**src/rtl/traffic_pkg.sv**
```systemverilog
// Shared definitions for the traffic phase sequencer.
//   - lamp encodings for one 2-bit signal head
//   - controller mode enum, which is also the FSM state visible on the mode output
//   - default lamp pattern per phase, held as one row of four heads {h3,h2,h1,h0}
//   - default phase durations in go-cycles
// Phase 0 of the default cycle is all-red. Power-up and every mode exit land on phase 0.
package traffic_pkg;

  localparam logic [1:0] SIG_GREEN      = 2'b00;
  localparam logic [1:0] SIG_YELLOW     = 2'b01;
  localparam logic [1:0] SIG_RED        = 2'b10;
  localparam logic [1:0] SIG_RED_YELLOW = 2'b11;

  typedef enum logic [1:0] {
    MODE_NORMAL = 2'b00,
    MODE_EMERG  = 2'b01,
    MODE_NIGHT  = 2'b10
  } mode_e;

  // One row per phase. Heads 0/1 form one approach and heads 2/3 the crossing approach.
  // Any phase outside the table shows all-red.
  function automatic logic [7:0] pattern_row(input int unsigned ph);
    logic [7:0] row;
    case (ph)
      0:       row = {SIG_RED,        SIG_RED,        SIG_RED,        SIG_RED};
      1:       row = {SIG_RED,        SIG_RED,        SIG_RED_YELLOW, SIG_RED_YELLOW};
      2:       row = {SIG_RED,        SIG_RED,        SIG_GREEN,      SIG_GREEN};
      3:       row = {SIG_RED,        SIG_RED,        SIG_YELLOW,     SIG_YELLOW};
      4:       row = {SIG_RED,        SIG_RED,        SIG_RED,        SIG_GREEN};
      5:       row = {SIG_RED,        SIG_RED,        SIG_RED,        SIG_YELLOW};
      6:       row = {SIG_RED,        SIG_RED,        SIG_RED,        SIG_RED};
      7:       row = {SIG_RED_YELLOW, SIG_RED_YELLOW, SIG_RED,        SIG_RED};
      8:       row = {SIG_GREEN,      SIG_GREEN,      SIG_RED,        SIG_RED};
      9:       row = {SIG_YELLOW,     SIG_YELLOW,     SIG_RED,        SIG_RED};
      10:      row = {SIG_RED,        SIG_GREEN,      SIG_RED,        SIG_RED};
      11:      row = {SIG_RED,        SIG_YELLOW,     SIG_RED,        SIG_RED};
      12:      row = {SIG_RED,        SIG_RED,        SIG_RED,        SIG_RED};
      13:      row = {SIG_RED_YELLOW, SIG_RED,        SIG_RED_YELLOW, SIG_RED};
      14:      row = {SIG_GREEN,      SIG_RED,        SIG_GREEN,      SIG_RED};
      15:      row = {SIG_YELLOW,     SIG_RED,        SIG_YELLOW,     SIG_RED};
      16:      row = {SIG_RED,        SIG_RED,        SIG_GREEN,      SIG_RED};
      17:      row = {SIG_RED,        SIG_RED,        SIG_YELLOW,     SIG_RED};
      default: row = {SIG_RED,        SIG_RED,        SIG_RED,        SIG_RED};
    endcase
    return row;
  endfunction

  // When there are more than four heads, head i repeats the pattern of head i mod 4.
  function automatic logic [1:0] pattern_head(input int unsigned ph, input int unsigned head);
    logic [7:0] row;
    logic [1:0] code;
    row = pattern_row(ph);
    case (head % 4)
      0:       code = row[1:0];
      1:       code = row[3:2];
      2:       code = row[5:4];
      default: code = row[7:6];
    endcase
    return code;
  endfunction

  function automatic int unsigned default_dur(input int unsigned ph);
    int unsigned d;
    case (ph)
      0: d = 1;   1: d = 2;   2: d = 30;  3: d = 2;   4: d = 10;  5: d = 2;
      6: d = 1;   7: d = 2;   8: d = 15;  9: d = 2;   10: d = 5;  11: d = 2;
      12: d = 10; 13: d = 2;  14: d = 10; 15: d = 2;  16: d = 15; 17: d = 3;
      default: d = 1;
    endcase
    return d;
  endfunction

endpackage

```
**src/rtl/traffic_phase_sequencer_if.sv**
```systemverilog
// Signal bundle between the intersection timebase, the configuration port and the
// sequencer.
//   inputs to the sequencer : go, emerg, night, cfg_we, cfg_addr, cfg_dur
//   outputs of the sequencer: sig, phase, count, phase_done, mode
// There is no valid/ready handshake in this bundle. go qualifies a clock edge as a
// timebase tick. emerg and night are levels that are sampled on every edge. cfg_we is a
// single-edge write strobe that is always accepted, so it has no backpressure.
// The master modport is the environment side and the slave modport is the sequencer.
interface traffic_phase_sequencer_if #(
  parameter int NUM_SIG = 4,
  parameter int PW      = 5,
  parameter int CW      = 5
);
  import traffic_pkg::*;

  logic                 go;
  logic                 emerg;
  logic                 night;
  logic                 cfg_we;
  logic [PW-1:0]        cfg_addr;
  logic [CW-1:0]        cfg_dur;
  logic [2*NUM_SIG-1:0] sig;
  logic [PW-1:0]        phase;
  logic [CW-1:0]        count;
  logic                 phase_done;
  mode_e                mode;

  modport master (
    output go, emerg, night, cfg_we, cfg_addr, cfg_dur,
    input  sig, phase, count, phase_done, mode
  );

  modport slave (
    input  go, emerg, night, cfg_we, cfg_addr, cfg_dur,
    output sig, phase, count, phase_done, mode
  );

endinterface

```
**src/rtl/phase_timer.sv**
```systemverilog
// Go-gated dwell counter with a programmable limit.
//   clk, Rst_n : clock and asynchronous active-low reset
//   enable     : timebase tick. The counter moves only when this is 1.
//   clear      : forces the count to 0 and takes priority over enable
//   limit      : dwell length in ticks. A limit of 0 is treated as 1.
//   count      : ticks elapsed in the current dwell
//   terminal   : combinational. It is 1 on a tick that ends the dwell.
// The compare is >= rather than ==. A limit reprogrammed below the current count
// therefore ends the dwell on the next tick, and the counter never wraps.
module phase_timer #(
  parameter int CW = 5
) (
  input  logic          clk,
  input  logic          Rst_n,
  input  logic          enable,
  input  logic          clear,
  input  logic [CW-1:0] limit,
  output logic [CW-1:0] count,
  output logic          terminal
);

  logic [CW-1:0] last_tick;
  logic          at_end;

  // Index of the final tick of the dwell (effective duration minus one).
  assign last_tick = (limit == '0) ? '0 : limit - CW'(1);
  assign at_end    = (count >= last_tick);
  assign terminal  = enable && at_end;

  always_ff @(posedge clk or negedge Rst_n) begin
    if (!Rst_n) begin
      count <= '0;
    end else if (clear) begin
      count <= '0;
    end else if (enable) begin
      if (at_end) count <= '0;
      else        count <= count + CW'(1);
    end
  end

endmodule

```
**src/rtl/traffic_phase_sequencer.sv**
```systemverilog
// Traffic-light phase sequencer.
//   clk   : rising-edge clock
//   Rst_n : asynchronous active-low reset. It forces all-red, phase 0, count 0 and
//           NORMAL mode at once, and it reloads the default duration table.
//   bus   : slave side of traffic_phase_sequencer_if (go, emerg, night, cfg_* in;
//           sig, phase, count, phase_done, mode out)
// The mode register is the FSM state. It is visible directly on bus.mode.
// Every output is registered. sig is decoded from the next state so that it changes on
// the same edge as phase and mode.
module traffic_phase_sequencer
  import traffic_pkg::*;
#(
  parameter int NUM_SIG    = 4,
  parameter int N_PHASES   = 18,
  parameter int CW         = 5,
  parameter int PW         = 5,
  parameter int FLASH_HALF = 1
) (
  input logic                      clk,
  input logic                      Rst_n,
  traffic_phase_sequencer_if.slave bus
);

  localparam logic [PW-1:0]        LAST_PHASE = PW'(N_PHASES - 1);
  localparam logic [CW-1:0]        FLASH_LIM  = CW'(FLASH_HALF);
  localparam logic [2*NUM_SIG-1:0] ALL_RED    = {NUM_SIG{SIG_RED}};
  localparam logic [2*NUM_SIG-1:0] ALL_YELLOW = {NUM_SIG{SIG_YELLOW}};

  logic [CW-1:0]        dur_q [N_PHASES];
  mode_e                mode_q, mode_d;
  logic [PW-1:0]        phase_q, phase_d;
  logic                 flash_red_q, flash_red_d;
  logic                 done_q, done_d;
  logic [2*NUM_SIG-1:0] sig_q, sig_d, norm_sig;
  logic                 mode_change;
  logic                 timer_clear, tick;
  logic [CW-1:0]        timer_limit, count;

  // Duration table. Writes to addresses outside the phase range are dropped.
  // The terminal check on this edge still sees the old entry.
  always_ff @(posedge clk or negedge Rst_n) begin
    if (!Rst_n) begin
      for (int unsigned i = 0; i < N_PHASES; i++) dur_q[i] <= CW'(default_dur(i));
    end else if (bus.cfg_we && (bus.cfg_addr <= LAST_PHASE)) begin
      dur_q[bus.cfg_addr] <= bus.cfg_dur;
    end
  end

  // Mode request priority: emerg > night > normal. No go tick is needed to change mode.
  always_comb begin
    mode_d = MODE_NORMAL;
    if (bus.emerg)      mode_d = MODE_EMERG;
    else if (bus.night) mode_d = MODE_NIGHT;
  end

  assign mode_change = (mode_d != mode_q);

  // One counter serves as the phase dwell timer in NORMAL and as the flash
  // half-period timer in NIGHT. It is held at 0 in EMERG and on any mode change.
  assign timer_limit = (mode_q == MODE_NIGHT) ? FLASH_LIM : dur_q[phase_q];
  assign timer_clear = mode_change || (mode_q == MODE_EMERG);

  phase_timer #(.CW(CW)) u_timer (
    .clk      (clk),
    .Rst_n    (Rst_n),
    .enable   (bus.go),
    .clear    (timer_clear),
    .limit    (timer_limit),
    .count    (count),
    .terminal (tick)
  );

  always_comb begin
    phase_d     = phase_q;
    flash_red_d = flash_red_q;
    done_d      = 1'b0;
    if (mode_change) begin
      // Every mode entry or exit restarts at phase 0. NIGHT starts on yellow.
      phase_d     = '0;
      flash_red_d = 1'b0;
    end else begin
      case (mode_q)
        MODE_NORMAL: begin
          if (tick) begin
            phase_d = (phase_q == LAST_PHASE) ? '0 : phase_q + PW'(1);
            done_d  = 1'b1;
          end
        end
        MODE_NIGHT: begin
          phase_d = '0;
          if (tick) flash_red_d = ~flash_red_q;
        end
        default: phase_d = '0;
      endcase
    end
  end

  for (genvar h = 0; h < NUM_SIG; h++) begin : g_head
    assign norm_sig[2*h +: 2] = pattern_head(32'(phase_d), h);
  end

  always_comb begin
    sig_d = ALL_RED;
    case (mode_d)
      MODE_NORMAL: sig_d = norm_sig;
      MODE_NIGHT:  sig_d = flash_red_d ? ALL_RED : ALL_YELLOW;
      default:     sig_d = ALL_RED;
    endcase
  end

  always_ff @(posedge clk or negedge Rst_n) begin
    if (!Rst_n) begin
      mode_q      <= MODE_NORMAL;
      phase_q     <= '0;
      flash_red_q <= 1'b0;
      done_q      <= 1'b0;
      sig_q       <= ALL_RED;
    end else begin
      mode_q      <= mode_d;
      phase_q     <= phase_d;
      flash_red_q <= flash_red_d;
      done_q      <= done_d;
      sig_q       <= sig_d;
    end
  end

  assign bus.sig        = sig_q;
  assign bus.phase      = phase_q;
  assign bus.count      = count;
  assign bus.phase_done = done_q;
  assign bus.mode       = mode_q;

endmodule

```
**src/flat_wrapper.sv**
```systemverilog
// flat-port wrapper written by rule: the top's interface ports become plain ports
module traffic_phase_sequencer_flat import traffic_pkg::*;
#(
  parameter int NUM_SIG    = 4,
  parameter int N_PHASES   = 18,
  parameter int CW         = 5,
  parameter int PW         = 5,
  parameter int FLASH_HALF = 1
)
  (clk, Rst_n, bus_go, bus_emerg, bus_night, bus_cfg_we, bus_cfg_addr, bus_cfg_dur, bus_sig, bus_phase, bus_count, bus_phase_done, bus_mode);
  traffic_phase_sequencer_if #(.NUM_SIG(NUM_SIG), .PW(PW), .CW(CW)) bus_i ();
  input logic clk;
  input logic Rst_n;
  input wire logic [$bits(bus_i.go)-1:0] bus_go;
  input wire logic [$bits(bus_i.emerg)-1:0] bus_emerg;
  input wire logic [$bits(bus_i.night)-1:0] bus_night;
  input wire logic [$bits(bus_i.cfg_we)-1:0] bus_cfg_we;
  input wire logic [$bits(bus_i.cfg_addr)-1:0] bus_cfg_addr;
  input wire logic [$bits(bus_i.cfg_dur)-1:0] bus_cfg_dur;
  output wire logic [$bits(bus_i.sig)-1:0] bus_sig;
  output wire logic [$bits(bus_i.phase)-1:0] bus_phase;
  output wire logic [$bits(bus_i.count)-1:0] bus_count;
  output wire logic [$bits(bus_i.phase_done)-1:0] bus_phase_done;
  output wire logic [$bits(bus_i.mode)-1:0] bus_mode;
  assign bus_i.go = bus_go;
  assign bus_i.emerg = bus_emerg;
  assign bus_i.night = bus_night;
  assign bus_i.cfg_we = bus_cfg_we;
  assign bus_i.cfg_addr = bus_cfg_addr;
  assign bus_i.cfg_dur = bus_cfg_dur;
  assign bus_sig = bus_i.sig;
  assign bus_phase = bus_i.phase;
  assign bus_count = bus_i.count;
  assign bus_phase_done = bus_i.phase_done;
  assign bus_mode = bus_i.mode;
  traffic_phase_sequencer #(.NUM_SIG(NUM_SIG), .N_PHASES(N_PHASES), .CW(CW), .PW(PW), .FLASH_HALF(FLASH_HALF)) u_core (.clk(clk), .Rst_n(Rst_n), .bus(bus_i));
endmodule
```
**config.mk**
```make
export PLATFORM = sky130hd
export DESIGN_NAME = traffic_phase_sequencer_flat
export DESIGN_NICKNAME = d
export VERILOG_FILES = /design/src/rtl/traffic_pkg.sv /design/src/rtl/traffic_phase_sequencer_if.sv /design/src/rtl/phase_timer.sv /design/src/rtl/traffic_phase_sequencer.sv /design/src/flat_wrapper.sv
export SDC_FILE = /design/constraint.sdc
export NUM_CORES = 1
export LEC_CHECK = 0
export ABC_AREA = 0
export CAP_MARGIN = 20
export CORE_UTILIZATION = 54
export CTS_CLUSTER_DIAMETER = 30
export DETAILED_ROUTE_END_ITERATION = 10
export GPL_TIMING_DRIVEN = 0
export PLACE_DENSITY_LB_ADDON = 0.2
export SYNTH_ARGS = -nofsm -noshare
export SYNTH_HDL_FRONTEND = slang
export SYNTH_SLANG_ARGS = --single-unit
```
**constraint.sdc**
```tcl
create_clock -name clk -period 4.4 [get_ports clk]
set_clock_uncertainty 0.15 [all_clocks]
set_input_delay 0.88 -clock clk [delete_from_list [all_inputs] [get_ports clk]]
set_output_delay 0.88 -clock clk [all_outputs]
set_load 0.05 [all_outputs]
```
Word-level counts from Yosys, hierarchy flattened --
Memories as Yosys holds them, arrays and structs flattened. Index checks and enable logic that the tools add are counted.
Storage, ports and cells: output and inout port bits 21, register bits 112, memories 4, bits in read-only memories 1024
Memories:
- (no name shown) | words 32, bits a word 8, rd ports 1, clocked after Yosys merged registers in 0, wr ports 0, RTL line traffic_pkg.sv:24 | case (ph)
- (no name shown) | words 32, bits a word 8, rd ports 1, clocked after Yosys merged registers in 0, wr ports 0, RTL line traffic_pkg.sv:24
- (no name shown) | words 32, bits a word 8, rd ports 1, clocked after Yosys merged registers in 0, wr ports 0, RTL line traffic_pkg.sv:24
- (no name shown) | words 32, bits a word 8, rd ports 1, clocked after Yosys merged registers in 0, wr ports 0, RTL line traffic_pkg.sv:24
Cells by class: mux-type cells 25, magnitude comparators 5, equal/unequal tests 5, $add $sub $neg 3, bitwise gates (word level) 3, reductions and logical operators 8
Operators with widths (number):
- $bwmux W90 | 1
- $mux W5 | 12
- $bmux W5 S5 | 1
- $demux W5 S5 | 1
- $pmux W8 S2 | 1
- $ge A6 B6 Y1 const B | 2
- $not A5 Y6 | 2
- $add A5 B1 Y5 const B | 2
- $mux W8 | 1
- $lt A6 B1 Y1 const B | 1
- $mux W1 | 6
- $eq A5 B5 Y1 const B | 1
- $ge A5 B5 Y1 | 1
- $le A5 B5 Y1 const B | 1
- $logic_not A5 Y1 | 1
- $sub A5 B1 Y5 const B | 1
- $eq A2 B2 Y1 const B | 2
- $logic_not A2 Y1 | 2
- $mux W2 | 2
- $logic_and A1 B1 Y1 | 3
- $eq A2 B1 Y1 const B | 1
- $ne A2 B2 Y1 | 1
- $reduce_bool A2 Y1 | 1
- $logic_or A1 B1 Y1 | 1
- $not A1 Y1 | 1

Logic depth before layout (Yosys ltp) --
Gate-level depths: netlist of the first run.
depth after elaboration 14, depth in mapped cells 23

Modules after synthesis --
A second synthesis of the first run with hierarchy kept.
Second synthesis, totals: cell total of the unflattened synthesis 428, area total of the unflattened synthesis 5781.8 µm²
Modules (own cells, without submodules):
- traffic_phase_sequencer | cells an instance 368, area each 5258.8 µm², times used 1
- phase_timer | cells an instance 60, area each 523.0 µm², times used 1

Worst setup path after synthesis of the first run --
No wires, ideal clock.
kind register to register, start point reg u_core.phase_q[0], in the netlist u_core.bus.phase[0], end point reg u_core.sig_q[3], in the netlist u_core.bus.sig[3], data required time 4.168 ns, cell stages (with the launch flop) 21, path buffers 2, arrival 4.628 ns, path slack -0.460 ns, library setup time 0.082 ns, path through dfrtp_1 > buf_6 > buf_6 > mux4_2 > a221oi_2 > o31ai_1 > nand2_1 > ha_1 > nand3_2 > nor3b_2 > nor2_1 > ha_1 > nor2b_1 > o21a_1 > o22ai_2 > mux2i_1 > inv_1 > ha_1 > and3_1 > a221o_1 > a22oi_1
Between the ends: longest elaborated chain between the ends 14, elaborated cells between the ends (all ways) 22, those cells by class add/sub: 2; order compare: 1; eq/ne: 1; mux: 14; bitwise: 1; reduce/logical: 2; memory: 1
RTL lines:
- from (decl) | RTL line traffic_phase_sequencer.sv:31 | logic [PW-1:0] phase_q, phase_d;
- from (signal assigned) | RTL line traffic_phase_sequencer.sv:120 | phase_q <= phase_d;
- $not A5 Y6 (implied by the code) | RTL line traffic_phase_sequencer.sv:60 | assign timer_limit = (mode_q == MODE_NIGHT) ? FLASH_LIM : dur_q[phase_q];
- $bmux W5 S5 | RTL line traffic_phase_sequencer.sv:60
- $mux W5 (implied by the code) (2 in a row) | RTL line traffic_phase_sequencer.sv:60
- $mux W5 | RTL line traffic_phase_sequencer.sv:60
- $sub A5 B1 Y5 or $logic_not A5 Y1 (tied branches) | RTL line phase_timer.sv:26 | assign last_tick = (limit == '0) ? '0 : limit - CW'(1);
- $mux W5 | RTL line phase_timer.sv:26
- $ge A5 B5 Y1 | RTL line phase_timer.sv:27 | assign at_end = (count >= last_tick);
- $logic_and A1 B1 Y1 | RTL line phase_timer.sv:28 | assign terminal = enable && at_end;
- $mux W5 (*) | RTL line traffic_phase_sequencer.sv:84 | if (tick) begin
- $mux W5 (*) | RTL line traffic_phase_sequencer.sv:82 | case (mode_q)
- $mux W5 (*) | RTL line traffic_phase_sequencer.sv:77 | if (mode_change) begin
- net u_core.phase_d[1] | RTL line traffic_phase_sequencer.sv:31
- $mem_v2 Z32 W8 (*)
- $pmux W8 S2 (*) | RTL line traffic_phase_sequencer.sv:104 | case (mode_d)
- net u_core.sig_d[3] | RTL line traffic_phase_sequencer.sv:34 | logic [2*NUM_SIG-1:0] sig_q, sig_d, norm_sig;
- to (signal assigned) | RTL line traffic_phase_sequencer.sv:123 | sig_q <= sig_d;
- to (decl) | RTL line traffic_phase_sequencer.sv:34
The timed path passes the listed nets; every way through them passes the cells marked *. The select of a mux whose other input is x is not followed. A chain may end at the register's enable or synchronous reset.

Final worst setup path of the first run --
Ends and elaborated chain as after synthesis.

==> results of run 1 <==
## critical path, stage by stage (launching register included)
cell      delay (ns)
dfrtp_2         0.40
buf_6           0.13
buf_12          0.13
mux4_2          0.56
a221oi_4        0.32
o31ai_1         0.11
nand2_1         0.12
ha_2            0.20
nand3_2         0.08
nor3b_2         0.24
nor2_1          0.08
ha_1            0.19
nor2b_2         0.16
o21a_4          0.25
o22ai_4         0.22
mux2i_4         0.29
inv_2           0.09
ha_4            0.16
and3_4          0.13
a221o_1         0.28
a22oi_1         0.16
## cell families after synthesis
group                      count (synthesis)
DFF                                      112
muxes                                    136
and+or+nand+nor                          134
xor gates and xnor gates                   5
buffers and inverters                     27
AOI/OAI and AO/OA                         71
adders and majority gates                 13
## Yosys cell counts, types with 3 or more instances
cell type   n  area [um^2]
xor2_1      4         35.0
o21ai_0     8         40.0
dfrtp_1    76         1900
nor2_1     30          113
ha_1       13          163
nand4_1     7         43.8
nand3_1    11         55.1
and3_1      4         25.0
nand2_1    35          131
a22oi_1    10         75.1
nor2b_1    11         68.8
a31oi_1     5         31.3
mux2i_1    29          290
mux2_2     94         1060
nor3b_1     3         22.5
and2_1      6         37.5
clkbuf_1   10         37.5
o31ai_1     5         37.5
o211ai_1    5         37.5
o21ai_1     4         20.0
a21oi_1     5         25.0
o21a_1      4         30.0
nor3_1      9         45.0
mux4_2      8          180
inv_1       7         26.3
nand2b_1    6         37.5
dfstp_2    36          946
buf_2       7         35.0
mux4_1      3         78.8
## final cells by class
| type | count | area (um^2) |
|---|---|---|
| fillers | 826 | 3780 |
| repair buffers | 53 | 503 |
| multi-input cells | 359 | 3230 |
| clock buffers | 9 | 124 |
| clock inverters | 7 | 70.1 |
| plain buffers | 19 | 126 |
| inverters | 7 | 26.3 |
| flip-flops and latches | 112 | 2850 |
| well taps | 140 | 175 |
## path summary, 6_finish.rpt
kind	from	endpoint	slack (ns)	cells after the start
setup / recovery	u_core.bus.phase[0]$_DFF_PN0_	u_core.bus.sig[3]$_DFF_PN1_	-0.11	20
hold / removal	Rst_n	u_core.dur_q[9]$_DFFE_PN0P_	0.32	1
setup reg to reg	u_core.bus.phase[0]$_DFF_PN0_	u_core.bus.sig[3]$_DFF_PN1_	-0.11	20
hold reg to reg	u_core.dur_q[56]$_DFFE_PN0P_	u_core.dur_q[56]$_DFFE_PN0P_	0.36	1
max in group asynchronous	Rst_n	u_core.dur_q[48]$_DFFE_PN1P_	3.00	2
min in group clk	u_core.dur_q[56]$_DFFE_PN0P_	u_core.dur_q[56]$_DFFE_PN0P_	0.36	1
## registers in the layout, summed over array words and instances (netlist names)
register	count
u_core.bus.mode	2
u_core.bus.phase	5
u_core.bus.phase_done	1
u_core.bus.sig	8
u_core.dur_q	90
u_core.flash_red_q	1
u_core.u_timer.count	5
## power by group through the flow
stage / clock network, mW / logic [mW] / registers [mW]
6_report: 0.620 / 0.600 / 1.33
5_1_grt: 0.676 / 0.650 / 1.35
4_1_cts: 0.635 / 0.568 / 1.32
3_5_place_dp: 0 / 0.549 / 1.34
3_3_place_gp: 0 / 0.528 / 1.33
2_1_floorplan: 0 / 0.375 / 1.34
## layout by cell type (no fill, tap or decap), types with 9 or more instances in the layout
master	synthesis	routed
a22oi_1	10	10
buf_4	0	19
clkbuf_8	0	9
clkdlybuf4s50_1	0	34
dfrtp_1	76	73
dfstp_2	36	36
ha_1	13	9
mux2_2	94	94
mux2i_1	29	24
nand2_1	35	35
nand3_1	11	11
nor2_1	30	27
nor3_1	9	9
## metal layers
layer  vias up  global-route usage (%)  share of wire (%)
met1      2214                    38.2                 45
met4         0                    10.9                2.3
li1       1975                       -                  -
met3        22                    3.93                4.6
met5         -                       0                  0
met2       136                    42.2                 48
## timing repair
item / 4_1_cts / 5_1_grt
endpoints found under the setup margin: 11 / 11
pin swaps: 10 / 14
setup buffers: 13 / 4
gates resized for setup: 16 / 29
==> results by group, run 1 <==
Yosys
  • Async SR Flop Fraction: 100%
  • Syn Area/Cell: roughly 12 um^2
  • Post-synthesis sequential area ratio: between 40% and 50%
  • Mux cell area share after synthesis: a little over a quarter
  • Most used flip-flop cell after synthesis: dfrtp_1
  • Largest family of logic cells by synthesized area: multiplexers
  • Seq cells post-synth: about 110
  • EDFF count, synth: 0
  • Cell Area, Synth: slightly above 0.006 mm^2
  • Synth unique cells: 63
  • Simple-gate area share of the yosys netlist: between 10% and 20%
  • Synth Area in Adders: 2.69%
  • Synth Instances: around 500
  • XOR/XNOR Fraction of Synth Area: 0.725%
  • Compound-Gate Fraction of Synth Area: between 8 and 9%
  • Mapped Nets: 527
  • Ys Warns: 0

Clocking
  • CTS clk-pin slew, worst paths: 0.11 ns
  • Clock latency on the worst-skew pair: a little under 0.4 ns
  • TritonCTS clock tree: done
  • CTS Buf Count: 9
  • CTS root buf: clkbuf_8
  • Clk buf depth: 2
  • H-tree levels: 3
  • Clock sinks: 112
  • # hold bufs at CTS: 0

Timing
  • Final hold vios: 0
  • Relative slew margins: about two fifths
  • Fmax: ~220 MHz
  • Setup TNS: -0.125 ns
  • RSZ-0062 raised after global routing: true
  • Worst hold slack: roughly 0.32 ns
  • Final clock period utilization by the worst path: 102%
  • Final WS setup: -0.109 ns
  • Pins Over Slew Limit: 0
  • Min cycle time layout: 4.51 ns
  • Least-Margin Pin Slew: about 0.88 ns
  • Final setup violation count: 3

Final layout
  • Final core utilization: 65.3%
  • Ant diodes: 0
  • Layout cells sized above 1: ~40%
  • Layout overhead on the synthesized area: 17.7%
  • Fin nets: 590
  • Final instance area: 0.00711 mm^2
  • Final cell count without fillers: 706

Placement
  • Post-place instance area: 0.00661 mm^2
  • Place WS: -0.611 ns
  • PortBufs: 35
  • DP Cell Count: slightly below 700
  • Placed wire-length estimate: between 10000 and 15000 um
  • Placer congestion estimate: around 0.91

Detailed routing
  • Drt initial violations: 237
  • DRT antenna net count: 0
  • Via/cell ratio: ~6.2
  • DR WL/cell: 20.7 um
  • Via count: around 4300
  • WL final: 14600 um
  • DRC Markers: 0
  • DRT Pass-1 Iters: 5

Power and ir drop
  • Switch share: approximately 29%
  • Pwr dens: between 300 and 400 mW/mm^2
  • Max VDD drop: around 0.18 mV
  • Total power: about 2.5 mW
  • Net Sw Power: between 0.7 and 0.8 mW
  • P_leak: ~3.0 nW
  • Pint: 1.80 mW
  • Clock Power Share: 24.3%
  • Comb pwr share: about a quarter
  • Seq pwr share: approximately 52%

Critical path
  • Crit path launch type: flop
  • CP required: around 4.6 ns
  • Max FO, Critical Path: 6
  • Crit Path Class: reg2reg
  • Critical Path Sink Type: flop
  • Critical Path AT: 4.68 ns

Global route
  • First-pass GRT wire length: about 23000 um
  • Largest net degree at the start of global routing: around 70
  • Global-route usage over all layers: between 20% and 30%
  • Initial antenna violation count: 0
  • Grt total ovfl: 0
  • Vias in the first global route: about 4200

Floorplanning
  • Die X: between 100 and 150 um
  • Starting Density: between 50% and 60%
  • FP Rows: 38
  • Ports: 37
  • Core Area: about 0.011 mm^2
  • Die H: between 100 and 150 um
  • Die area: ~0.012 mm^2

Outcome
  • Failing checks: setup timing
  • Status: finished, violations left

Flow run
  • Max-Cap Viols: 0

Min path
  • Hold Path Class: in2async
(Power assumes the default switching activity.)
==> run 2: changes to the inputs <==
--- a/config.mk
+++ b/config.mk
@@ -6,12 +6,12 @@
 export NUM_CORES = 1
 export LEC_CHECK = 0
 export ABC_AREA = 0
-export CAP_MARGIN = 20
 export CORE_UTILIZATION = 54
 export CTS_CLUSTER_DIAMETER = 30
 export DETAILED_ROUTE_END_ITERATION = 10
 export GPL_TIMING_DRIVEN = 0
 export PLACE_DENSITY_LB_ADDON = 0.2
+export SETUP_SLACK_MARGIN = 0.02
 export SYNTH_ARGS = -nofsm -noshare
 export SYNTH_HDL_FRONTEND = slang
 export SYNTH_SLANG_ARGS = --single-unit
==> results by group, run 2 (synthesized netlist as in run 1, its figures left out) <==
Critical path
  • Crit path launch type: flop
  • Critical-path cell list: buf_6 -> buf_12 -> mux4_2 -> a221oi_4 -> o31ai_1 -> nand2_1 -> ha_2 -> nand3_2 -> nor3b_2 -> nor2_1 -> ha_1 -> nor2b_2 -> o21a_4 -> o22ai_4 -> mux2i_4 -> inv_2 -> ha_4 -> and3_4 -> a221o_1 -> a22oi_1
  • WP depth: 20
  • Crit Path Class: reg2reg
  • Critical Path Sink Type: flop
  • CP max-delay cell: mux4_2
  • Critical Path AT: 4.75 ns
  • Worst Reg-to-Reg Cells: 20
  • Slowest stage delay, CP: 0.56 ns
  • CP required: between 4 and 5 ns
  • Max FO, Critical Path: 6
  • Largest delay contributor family on the critical path: compound AO/OA/AOI/OAI gates
  • CP bufs+invs: 3

Detailed routing
  • DRT antenna net count: 0
  • DRT Pass-1 Iters: 5
  • Drt initial violations: 281
  • Via/cell ratio: a little over 6
  • Via count: between 4000 and 5000
  • WL final: 14900 um
  • DR WL/cell: approximately 21 um
  • DRC Markers: 0

Clocking
  • H-tree levels: 3
  • Clk buf depth: 2
  • CTS Buf Count: 9
  • CTS root buf: clkbuf_8
  • Clock sinks: 112
  • CTS clk-pin slew, worst paths: between 0.1 and 0.15 ns
  • # hold bufs at CTS: 0
  • Clock latency on the worst-skew pair: 0.40 ns
  • TritonCTS clock tree: done

Global route
  • Vias in the first global route: approximately 4200
  • Initial antenna violation count: 0
  • Largest net degree at the start of global routing: 71
  • Global-route usage over all layers: between 20 and 30%
  • First-pass GRT wire length: around 23000 um
  • Grt total ovfl: 0

Placement
  • Placer congestion estimate: just over 0.9
  • Post-place instance area: between 0.006 and 0.007 mm^2
  • Place WS: -0.611 ns
  • Placed wire-length estimate: 10300 um
  • PortBufs: 35

Final layout
  • Most common cell after layout, fill and taps aside: mux2_2
  • Layout cells sized above 1: 41.9%
  • Fin nets: between 500 and 600
  • Max FFs per register: 90
  • Ant diodes: 0
  • Final instance area: a little over 0.007 mm^2
  • Reg with most FFs: u_core.dur_q
  • Layout overhead on the synthesized area: 19.6%
  • Most frequent cells in the layout: 94 x mux2_2, 73 x dfrtp_1, 36 x dfstp_2, 34 x nand2_1, 34 x clkdlybuf4s50_1

Outcome
  • Failing checks: setup timing
  • Status: finished, violations left

Floorplanning
  • Die H: 108 um
  • Starting Density: between 50% and 60%
  • Die area: about 0.012 mm^2
  • Die X: around 110 um
  • Ports: 37
  • Core Area: ~0.011 mm^2
  • FP Rows: 38

Timing
  • Final clock period utilization by the worst path: 104%
  • Fmax: 219 MHz
  • Final hold vios: 0
  • Pins Over Slew Limit: 0
  • Relative slew margins: 41.4%
  • Final setup violation count: 2
  • RSZ-0062 raised after global routing: true
  • Least-Margin Pin Slew: 0.872 ns
  • Setup TNS: -0.175 ns
  • Final WS setup: -0.169 ns
  • Min cycle time layout: 4.57 ns

Power and ir drop
  • Max VDD drop: between 0.15 and 0.2 mV
  • P_leak: between 3 and 4 nW
  • Pwr dens: 354 mW/mm^2

Min path
  • Hold Path Class: in2async

Flow run
  • Max-Cap Viols: 0
## run 2: cell type report
class,instances,area [um^2]
buffer,19,124
clock buffer,9,124
clock inverter,7,70.1
fill,805,3660
inverter,7,26.3
multi-input combinational,359,3290
sequential,112,2850
tap,140,175
timing repair buffer,60,559
## run 2: per-layer routing
metal	global-route usage, %	vias to the layer above	part of all wire (%)
met3	3.93	25	4.6
met2	42.2	148	48
met5	0	-	0
li1	-	1991	-
met4	10.9	0	2.4
met1	38.4	2232	45
## run 2: metrics by stage
step | utilization (%) | total power [mW] | hold slack (ns) | std cells
3_3_place_gp | 60.5 | 1.86 | 0.331 | 673
5_1_grt | 66.4 | 2.68 | 0.353 | 713
6_report | 66.4 | 2.56 | 0.319 | 713
2_1_floorplan | - | 1.71 | 0.320 | 498
3_5_place_dp | 60.7 | 1.89 | 0.338 | 674
4_1_cts | 64.1 | 2.53 | 0.332 | 702
## run 2: worst register-to-register path, delay by kind of cell (launching register included)
kind                       cells  cell delay (ns)
muxes                          2             0.86
adders and majority gates      3             0.56
and+or+nand+nor                6             0.82
AOI/OAI and AO/OA              6             1.37
buffers and inverters          3             0.35
DFF                            1             0.40
## run 2: power by group
| group | internal, mW | leakage, nW | switching (mW) |
|---|---|---|---|
| Sequential | 1.24 | 1.36 | 0.0876 |
| Clock | 0.263 | 0.0994 | 0.360 |
| Combinational | 0.303 | 1.55 | 0.304 |
| Total | 1.80 | 3.00 | 0.752 |
## run 2: repair_timing
item,4_1_cts,5_1_grt
gates cloned,0,0
gates resized for setup,17,39
setup endpoints to repair,11,11
setup buffers,13,11
pin swaps,11,15
## run 2: path summary, 6_finish.rpt
check / end / slack [ns] / from
worst max-delay path: u_core.bus.sig[3]$_DFF_PN1_ / -0.17 / u_core.bus.phase[0]$_DFF_PN0_
max in group asynchronous: u_core.dur_q[48]$_DFFE_PN1P_ / 3.00 / Rst_n
worst max register to register: u_core.bus.sig[3]$_DFF_PN1_ / -0.17 / u_core.bus.phase[0]$_DFF_PN0_
worst min register to register: u_core.dur_q[56]$_DFFE_PN0P_ / 0.36 / u_core.dur_q[56]$_DFFE_PN0P_
min in group clk: u_core.dur_q[56]$_DFFE_PN0P_ / 0.36 / u_core.dur_q[56]$_DFFE_PN0P_
worst min-delay path: u_core.dur_q[9]$_DFFE_PN0P_ / 0.32 / Rst_n
==> run 3: changes to the inputs <==
--- a/config.mk
+++ b/config.mk
@@ -12,6 +12,7 @@
 export GPL_TIMING_DRIVEN = 0
 export PLACE_DENSITY_LB_ADDON = 0.2
 export SETUP_SLACK_MARGIN = 0.02
+export SLEW_MARGIN = 20
 export SYNTH_ARGS = -nofsm -noshare
 export SYNTH_HDL_FRONTEND = slang
 export SYNTH_SLANG_ARGS = --single-unit
==> results by group, run 3 (synthesized netlist as in run 1, its figures left out) <==
Final layout
  • Reg with most FFs: u_core.dur_q
  • Most common cell after layout, fill and taps aside: mux2_2
  • Max FFs per register: 90
  • Ant diodes: 0
  • Layout cells sized above 1: 41.5%
  • Most frequent cells in the layout: 94 x mux2_2, 73 x dfrtp_1, 36 x dfstp_2, 34 x clkdlybuf4s50_1, 33 x nand2_1
  • Final core utilization: about two thirds
  • Fin nets: slightly below 600
  • Layout overhead on the synthesized area: 19.4%

Placement
  • Place WS: -0.611 ns
  • Placer congestion estimate: between 0.9 and 1
  • PortBufs: 35
  • Placed wire-length estimate: about 10000 um

Power and ir drop
  • P_leak: 2.97 nW
  • Pwr dens: roughly 350 mW/mm^2
  • Max VDD drop: ~0.2 mV

Floorplanning
  • FP Rows: 38
  • Core Area: 0.0109 mm^2
  • Starting Density: a little under three fifths
  • Die H: roughly 110 um
  • Ports: 37
  • Die X: between 100 and 150 um
  • Die area: 0.0116 mm^2

Critical path
  • Critical Path Sink Type: flop
  • CP Launch Point: u_core.bus.phase[0]$_DFF_PN0_
  • Critical Path AT: 4.71 ns
  • Crit path launch type: flop
  • Max FO, Critical Path: 6
  • CP required: 4.56 ns
  • Reg-to-Reg Start: u_core.bus.phase[0]$_DFF_PN0_
  • Crit Path Class: reg2reg

Detailed routing
  • Via/cell ratio: around 6.3
  • Met3 routed WL: slightly below 900 um
  • Via count: between 4000 and 5000
  • DRT antenna net count: 0
  • WL final: approximately 15000 um
  • Met1 WL: 6500 um
  • Met2 wire len: 7380 um
  • DR WL/cell: 21.2 um
  • Top layer used by detailed routing: met4
  • Drt initial violations: around 250
  • DRT Pass-1 Iters: 5
  • DRC Markers: 0

Timing
  • Final WS setup: -0.152 ns
  • Pins Over Slew Limit: 0
  • Final setup violation count: 4
  • Final hold vios: 0
  • Relative slew margins: a little over two fifths
  • Final clock period utilization by the worst path: 103%
  • RSZ-0062 raised after global routing: true
  • Least-Margin Pin Slew: ~0.86 ns
  • Fmax: between 200 and 250 MHz
  • Min cycle time layout: roughly 4.6 ns

Clocking
  • H-tree levels: 3
  • # hold bufs at CTS: 0
  • Clock latency on the worst-skew pair: between 0.3 and 0.4 ns
  • CTS Buf Count: 9
  • TritonCTS clock tree: done
  • Clock sinks: approximately 110
  • CTS root buf: clkbuf_8
  • CTS clk-pin slew, worst paths: ~0.11 ns
  • Clk buf depth: 2

Global route
  • First-pass GRT wire length: roughly 23000 um
  • Vias in the first global route: between 4000 and 5000
  • Largest net degree at the start of global routing: just under 90
  • Initial antenna violation count: 0
  • Grt total ovfl: 0
  • Global-route usage over all layers: around 27%

Outcome
  • Status: finished, violations left
  • Failing checks: setup timing

Min path
  • Hold Path Class: in2async

Flow run
  • Max-Cap Viols: 0
[run 3: cell types whose count changed in the layout (fill, tap and decap cells not counted), sizes merged]
cell      previous run  this run
clkinvlp             1         2
clkbuf              20        22
clkinv               4         2
bufinv               1         0
inv                  8         9
buf                 34        29
[run 3: power by group]
part           switching (mW)  internal [mW]
combinational           0.308          0.307
sequential             0.0890           1.24
clock                   0.354          0.209
[run 3: cell type report]
cell class	count	area, um^2
multi-input combinational	359	3300
fill	816	3680
clock buffer	10	128
clock inverter	6	42.5
sequential	112	2850
timing repair buffer	56	549
inverter	7	26.3
buffer	19	135
tap	140	175
[run 3: path summary, 6_finish.rpt]
| path | to | slack [ns] | cells after the start |
|---|---|---|---|
| max | u_core.bus.sig[3]$_DFF_PN1_ | -0.15 | 20 |
| min | u_core.bus.phase_done$_DFF_PN0_ | 0.20 | 1 |
| max reg2reg | u_core.bus.sig[3]$_DFF_PN1_ | -0.15 | 20 |
| max in group asynchronous | u_core.dur_q[18]$_DFFE_PN1P_ | 3.17 | 2 |
| min reg2reg | u_core.dur_q[25]$_DFFE_PN0P_ | 0.36 | 1 |
| min in group clk | u_core.dur_q[25]$_DFFE_PN0P_ | 0.36 | 1 |
[run 3: timing repair]
item                       in CTS  in global routing
pin swaps                      11                 16
resized for setup              18                 46
setup endpoints to repair      11                 11
buffers inserted               16                  5
[run 3: worst max-delay path: stages (launching register included)]
cell      delay [ns]
dfrtp_2         0.40
buf_6           0.13
buf_12          0.12
mux4_2          0.55
a221oi_4        0.32
o31ai_1         0.12
nand2_1         0.11
ha_2            0.21
nand2_2         0.05
nor2_2          0.10
mux2i_1         0.23
ha_2            0.35
a21o_1          0.18
and3_1          0.17
a311o_1         0.36
o21ai_4         0.24
inv_2           0.07
ha_2            0.16
a21bo_2         0.18
mux2i_1         0.07
a22oi_1         0.19
[run 3: layer usage]
| layer | global-route usage [%] | vias up |
|---|---|---|
| li1 | - | 1982 |
| met1 | 37.5 | 2256 |
| met2 | 43.2 | 179 |
| met3 | 4.42 | 26 |
| met4 | 9.30 | 0 |
| met5 | 0 | - |
[run 3: stage by stage]
step	cell area [um^2]	power [mW]	hold WS, ns	cells	setup TNS [ns]
CTS	6980	2.47	0.203	705	-0.235
detailed placement	6620	1.89	0.338	674	-2.72
global route	7210	2.62	0.200	709	-1.01
floorplan	6060	1.71	0.320	498	-0.116
finish	7210	2.50	0.201	709	-0.294
global placement	6590	1.86	0.331	673	-153.71
